**config.mk**
```make
export PLATFORM = sky130hd
export DESIGN_NAME = serial_adder
export DESIGN_NICKNAME = d
export VERILOG_FILES = /design/src/rtl/serial_adder.sv
export SDC_FILE = /design/constraint.sdc
export NUM_CORES = 1
export LEC_CHECK = 0
export CORE_MARGIN = 5
export CORE_UTILIZATION = 58
export CTS_BUF_LIST = sky130_fd_sc_hd__clkbuf_8
export CTS_CLUSTER_SIZE = 14
export DETAILED_ROUTE_END_ITERATION = 12
export PLACE_DENSITY_LB_ADDON = 0.2
export SLEW_MARGIN = 25
export SYNTH_ARGS = -nofsm -noshare
export SYNTH_HDL_FRONTEND = slang
export SYNTH_SLANG_ARGS = --single-unit
```
**constraint.sdc**
```tcl
create_clock -name clk -period 4.1 [get_ports clk]
set_input_delay 1.23 -clock clk [delete_from_list [all_inputs] [get_ports clk]]
set_output_delay 1.23 -clock clk [all_outputs]
set_load 0.01 [all_outputs]
```
**src/rtl/serial_adder.sv**
```systemverilog
// Bit-serial adder: adds two WIDTH-bit operands plus carry-in, one bit per
// clock, LSB first, and presents {carry, sum} with a one-cycle done pulse.
module serial_adder #(
    parameter int unsigned WIDTH = 8
) (
    input  logic             clk,
    input  logic             rst_n,
    input  logic             start,
    input  logic [WIDTH-1:0] a,
    input  logic [WIDTH-1:0] b,
    input  logic             cin,
    output logic [WIDTH-1:0] sum,
    output logic             carry,
    output logic             busy,
    output logic             done
);

    localparam int unsigned CNT_W = $clog2(WIDTH + 1);

    typedef enum logic [1:0] {
        IDLE  = 2'd0,
        SHIFT = 2'd1,
        DONE  = 2'd2
    } state_t;

    state_t state, state_next;
    logic   busy_next, done_next;

    logic [WIDTH-1:0] a_q, b_q, acc_q, acc_next;
    logic             c_q;
    logic [CNT_W-1:0] cnt_q;
    logic             sbit, cnext, last;

    assign sbit     = a_q[0] ^ b_q[0] ^ c_q;
    assign cnext    = (a_q[0] & b_q[0]) | (c_q & (a_q[0] ^ b_q[0]));
    // Shift the new sum bit in at the MSB; written as shifts so WIDTH=1 works.
    assign acc_next = (acc_q >> 1) | (WIDTH'(sbit) << (WIDTH - 1));
    assign last     = (cnt_q == CNT_W'(WIDTH - 1));

    // State register with registered status flags.
    always_ff @(posedge clk or negedge rst_n) begin
        if (!rst_n) begin
            state <= IDLE;
            busy  <= 1'b0;
            done  <= 1'b0;
        end else begin
            state <= state_next;
            busy  <= busy_next;
            done  <= done_next;
        end
    end

    // Next-state logic.
    always_comb begin
        state_next = state;
        case (state)
            IDLE:    if (start) state_next = SHIFT;
            SHIFT:   if (last)  state_next = DONE;
            DONE:    state_next = IDLE;
            default: state_next = IDLE;
        endcase
    end

    // Status flags decoded from the upcoming state so they register in step with it.
    always_comb begin
        busy_next = 1'b0;
        done_next = 1'b0;
        case (state_next)
            SHIFT:   busy_next = 1'b1;
            DONE:    done_next = 1'b1;
            default: ;
        endcase
    end

    // Operand capture, serial full-adder datapath and result register.
    always_ff @(posedge clk or negedge rst_n) begin
        if (!rst_n) begin
            a_q   <= '0;
            b_q   <= '0;
            c_q   <= 1'b0;
            acc_q <= '0;
            cnt_q <= '0;
            sum   <= '0;
            carry <= 1'b0;
        end else if (state == IDLE) begin
            if (start) begin
                a_q   <= a;
                b_q   <= b;
                c_q   <= cin;
                acc_q <= '0;
                cnt_q <= '0;
            end
        end else if (state == SHIFT) begin
            a_q   <= a_q >> 1;
            b_q   <= b_q >> 1;
            c_q   <= cnext;
            acc_q <= acc_next;
            cnt_q <= cnt_q + CNT_W'(1);
            if (last) begin
                sum   <= acc_next;
                carry <= cnext;
            end
        end
    end

endmodule

```
After elaboration in Yosys (flattened, before gate mapping)
Index checks and enable logic that the tools add are counted.

storage, ports and cells
  register bits = 42
  bits in latches = 0
  RAM bits = 0
  bits in read-only memories = 0
  bits of input ports = 20
  output and inout port bits = 11
  logic and storage cells = 47
  memories kept = 0

operators by class
  add/subtract/negate cells = 1
  multipliers = 0
  div/mod/pow operators = 0
  order comparisons = 0
  equal/unequal tests = 5
  shift operators = 0
  muxes and demuxes = 20
  bitwise logic cells = 7
  reduce and logical (&&, ||, !) cells = 4

operators by type and width
  operator                                                                count
  8-bit two-way mux                                                       9
  4-bit two-way mux                                                       3
  7-bit by 8-bit bitwise OR with 8-bit output                             1
  1-bit two-way mux                                                       5
  4-bit by 1-bit adder with 4-bit output (second input constant)          1
  2-bit by 1-bit equality test with 1-bit output (second input constant)  2
  4-bit by 3-bit equality test with 1-bit output (second input constant)  1
  2-bit two-way mux                                                       2
  2-bit one-hot mux with 2 select lines                                   1
  3-bit AND reduction                                                     1
  1-bit AND                                                               2
  2-bit equality test (second input constant)                             1
  2-bit logical NOT                                                       1
  2-bit != test (second input constant)                                   1
  2-bit AND reduction                                                     1
  2-bit nonzero test                                                      1
  1-bit XOR                                                               2
  1-bit NOT                                                               1
  1-bit bitwise OR                                                        1

Depth between registers and ports, before layout
  depth in word-level cells = 5
  depth in mapped cells = 5
  mapped depth without buffers = 5

Worst setup path before layout
No wires, ideal clock.

  path kind = input to register
  from = input port start
  to = register a_q[0]
  setup time = 0.127 ns
  arrival = 1.744 ns
  required time = 3.973 ns
  slack = 2.229 ns
  stages = 3
  buffers on the path = 1
  cell sequence = o21bai_2 clkbuf_2 o21ai_0

on the way
  cells in the longest elaborated chain, start to end = 2

RTL lines
  what                                  line  RTL
  start: declaration                    8     input logic start,
  2-bit != test (no source line)        --
  2-bit AND reduction (no source line)  --
  end signal: assignment                94    a_q <= a_q >> 1;
  end: declaration                      29    logic [WIDTH-1:0] a_q, b_q, acc_q, acc_next;

No other way between the ends.
A chain may end at the register's enable or synchronous reset.

Worst setup path in the final report
  from = register sum[0]
  to = output port sum[0]

RTL lines
  what                      line  RTL
  start: declaration        12    output logic [WIDTH-1:0] sum,
  start signal: assignment  100   sum <= acc_next;

No word-level cell between the ends.

==> impl_metrics.yaml <==
outcome:
  outcome: "completed"
synth:
  synth-edff-count: 0
  ys_top_cells_by_area: "dfrtp_1, mux2i_1, o21ai_0"
  synthSimpleGateAreaFrac_pct: 11.3
  synth.mux.area_fraction_pct: 12.1
  synth_compound_area_share_pct: 12.9
  synthXorXnorAreaFrac_pct: 0
  ys.flop_type: "dfrtp_1"
  netlist_area_mm2: 0.00181
  synth_cell_types: 27
  syn_inst: 150
  ys_seq_elements: 41
  avgSynthCellArea_um2: 12.1
  yosysTopAreaCell: "dfrtp_1"
  ys_warn_count: 0
  syn-num-nets: 172
  synth_top_family_by_area: "compound AO/OA/AOI/OAI gates"
  yosysSeqAreaShare_pct: 56.7
  async_flop_share_pct: 100
  yosysTopAreaCellShare_pct: 56.7
  synth_adder_area_share_pct: 1.80
drt:
  ant_nets: 0
  drtIter0Drc: 49
  post_drt_via_cell_ratio: 5.26
  drtPass1Iterations: 4
  vias: 1174
  drc: 0
  wl_per_cell_um: 14.4
  drt_wl_total_mm: 3.22
clock_tree:
  cts_root_buf: "clkbuf_8"
  htreeDepth: 2
  cts.sinks: 41
  cts_hold_buf: 0
  ctsResizeCount: 0
  cts_made_buffers: 5
  clock_path_buffers: 2
  clkTransAtPathRegs_ns: 0.07
  cts_setup_buffers: 0
  cts_tree: "built"
  clkLatencyLatePin_ns: 0.29
pwr:
  sequentialPowerShare_pct: 46.9
  internal_power_uw: 970
  p_per_area_mw_per_mm2: 668
  p_switching_uw: 484
  power_frac_comb_pct: 35.5
  vdd_drop_max_uv: 490
  p_leak_uw: 0.000955
  p_clk_share_pct: 17.6
  p_sw_share_pct: 33.3
hold_path:
  hold_class: "flip-flop to flip-flop"
layout:
  fillerInstances: 243
  final_nets: 201
  layout-drive-gt1-share_pct: 10.6
  seq_area_mm2: 0.00103
  syn2layout_area_growth_pct: 20.2
  multi_input_area_um2: 691
  n_antenna_cell: 0
  layoutNonFillerInstCount: 223
  mostFrequentLayoutCells: "dfrtp_1, clkdlybuf4s50_1, o21ai_0"
  final_common_cell: "dfrtp_1"
timing:
  tightest_slew_ns: 0.867
  period_minus_slack_ns: 2.42
  tns_ns: 0
  rsz0062_at_grt: "no"
  maxSlewViolCount: 0
  relSlewSlack_pct: 42.2
  setup_viol: 0
  skew_ns: 0.00761
  fin_ws_ns: 1.68
  hold_violations: 0
  period_share_pct: 59.0
  fmax_mhz: 413
die:
  chipWidth_um: 65.9
  core_area_mm2: 0.00303
  start_util_pct: 59.8
  rows: 20
  die-area_mm2: 0.00434
  ios: 31
  dieHeight_um: 65.9
placement:
  gp_congestion: 0.697
  dp_slack_ns: 1.56
  dp_hpwl_mm: 2.23
  port_buffers: 30
  dp_cells: 216
worst_setup_path:
  critical_path_required_ns: 2.87
  cp-start-kind: "flip-flop"
  critPathBufInv: 1
  cp_max_fo: 2
  path_class: "flip-flop to output pin"
  crit_path_end_kind: "output pin"
  slowest_delay_ns: 0.55
  crit_family: "buffers and inverters"
  crit_slowest_cell: "clkdlybuf4s50_1"
  cp_cell_sequence: "clkdlybuf4s50_1"
  crit_arrival_ns: 1.19
global_routing:
  grt_pass1_wl_mm: 5.87
  grt_antenna_before_repair: 0
  track_usage_pct: 18.0
  grt_pass1_vias: 1307
  grt_overflow: 0
  grt_max_degree: 44
job:
  cap_violations: 0
[flip-flops by register name (all words and copies together) (netlist names)]
| register | flops |
|---|---|
| carry | 1 |
| cnt_q | 4 |
| b_q | 8 |
| a_q | 8 |
| sum | 8 |
| c_q | 1 |
| state | 2 |
| acc_q | 7 |
| done | 1 |
| busy | 1 |
[cell type report]
class                           instances  area share, %
Inverter                                4          0.690
Tap cell                               44           2.53
Clock buffer                            6           3.80
Multi-Input combinational cell         96           31.7
Clock inverter                          1          0.173
Timing Repair Buffer                   31           13.9
Sequential cell                        41           47.2
[per-stage QoR]
step / cell area, um2 / power, uW / hold WS (ns) / util (%)
floorplan: 1810 / 1040 / 0.449 / -
global placement: 2090 / 1180 / 0.463 / 69.0
detailed placement: 2090 / 1210 / 0.478 / 69.0
CTS: 2180 / 1480 / 0.496 / 71.9
global route: 2180 / 1570 / 0.526 / 71.9
finish: 2180 / 1450 / 0.489 / 71.9
[Yosys cell counts, types with 3 or more instances]
master    n
mux2_2    7
nor2b_1   6
o21ai_0  21
inv_1     4
mux2i_1  14
a21oi_1   5
nand2_1  20
buf_6     3
a22o_1    7
dfrtp_1  41
[cell families after synthesis]
family                     count (synthesis)
AOI/OAI and AO/OA                         39
muxes                                     21
adders and majority gates                  2
DFF                                       41
buffers and inverters                     13
and+or+nand+nor                           34
[metal layers]
layer	up-vias	share of wire (%)	global-route usage (%)	wire, um
met3	2	4.2	5.78	134
met4	0	0.59	7.25	19
met2	24	53	31.0	1700
met1	575	42	20.4	1370
met5	-	0	0	0
li1	573	-	-	-
[worst paths after layout]
kind                                     from              endpoint  slack [ns]  cells past startpoint
setup / recovery           sum[0]$_DFFE_PN0P_                sum[0]        1.68                      1
hold / removal             a_q[4]$_DFFE_PN0P_    a_q[4]$_DFFE_PN0P_        0.49                      2
setup reg to reg           state[1]$_DFF_PN0_  cnt_q[2]$_DFFE_PN0P_        2.34                      4
hold reg to reg            a_q[4]$_DFFE_PN0P_    a_q[4]$_DFFE_PN0P_        0.49                      2
max in group asynchronous               rst_n     carry$_DFFE_PN0P_        2.50                      1
min in group asynchronous               rst_n    a_q[5]$_DFFE_PN0P_        1.06                      1
[power groups by stage]
stage	sequential, uW	clock [uW]	combinational, uW
finish	682	256	516
global route	708	284	581
CTS	685	267	531
detailed placement	689	0	526
global placement	680	0	503
floorplan	664	0	377
[worst register-to-register path: stages (launching register included)]
cell      delay, ns
dfrtp_1        0.82
o21bai_2       0.24
buf_4          0.36
o21ai_0        0.15
o21ai_0        0.10
Note: power is estimated with default switching activity, not from simulation.
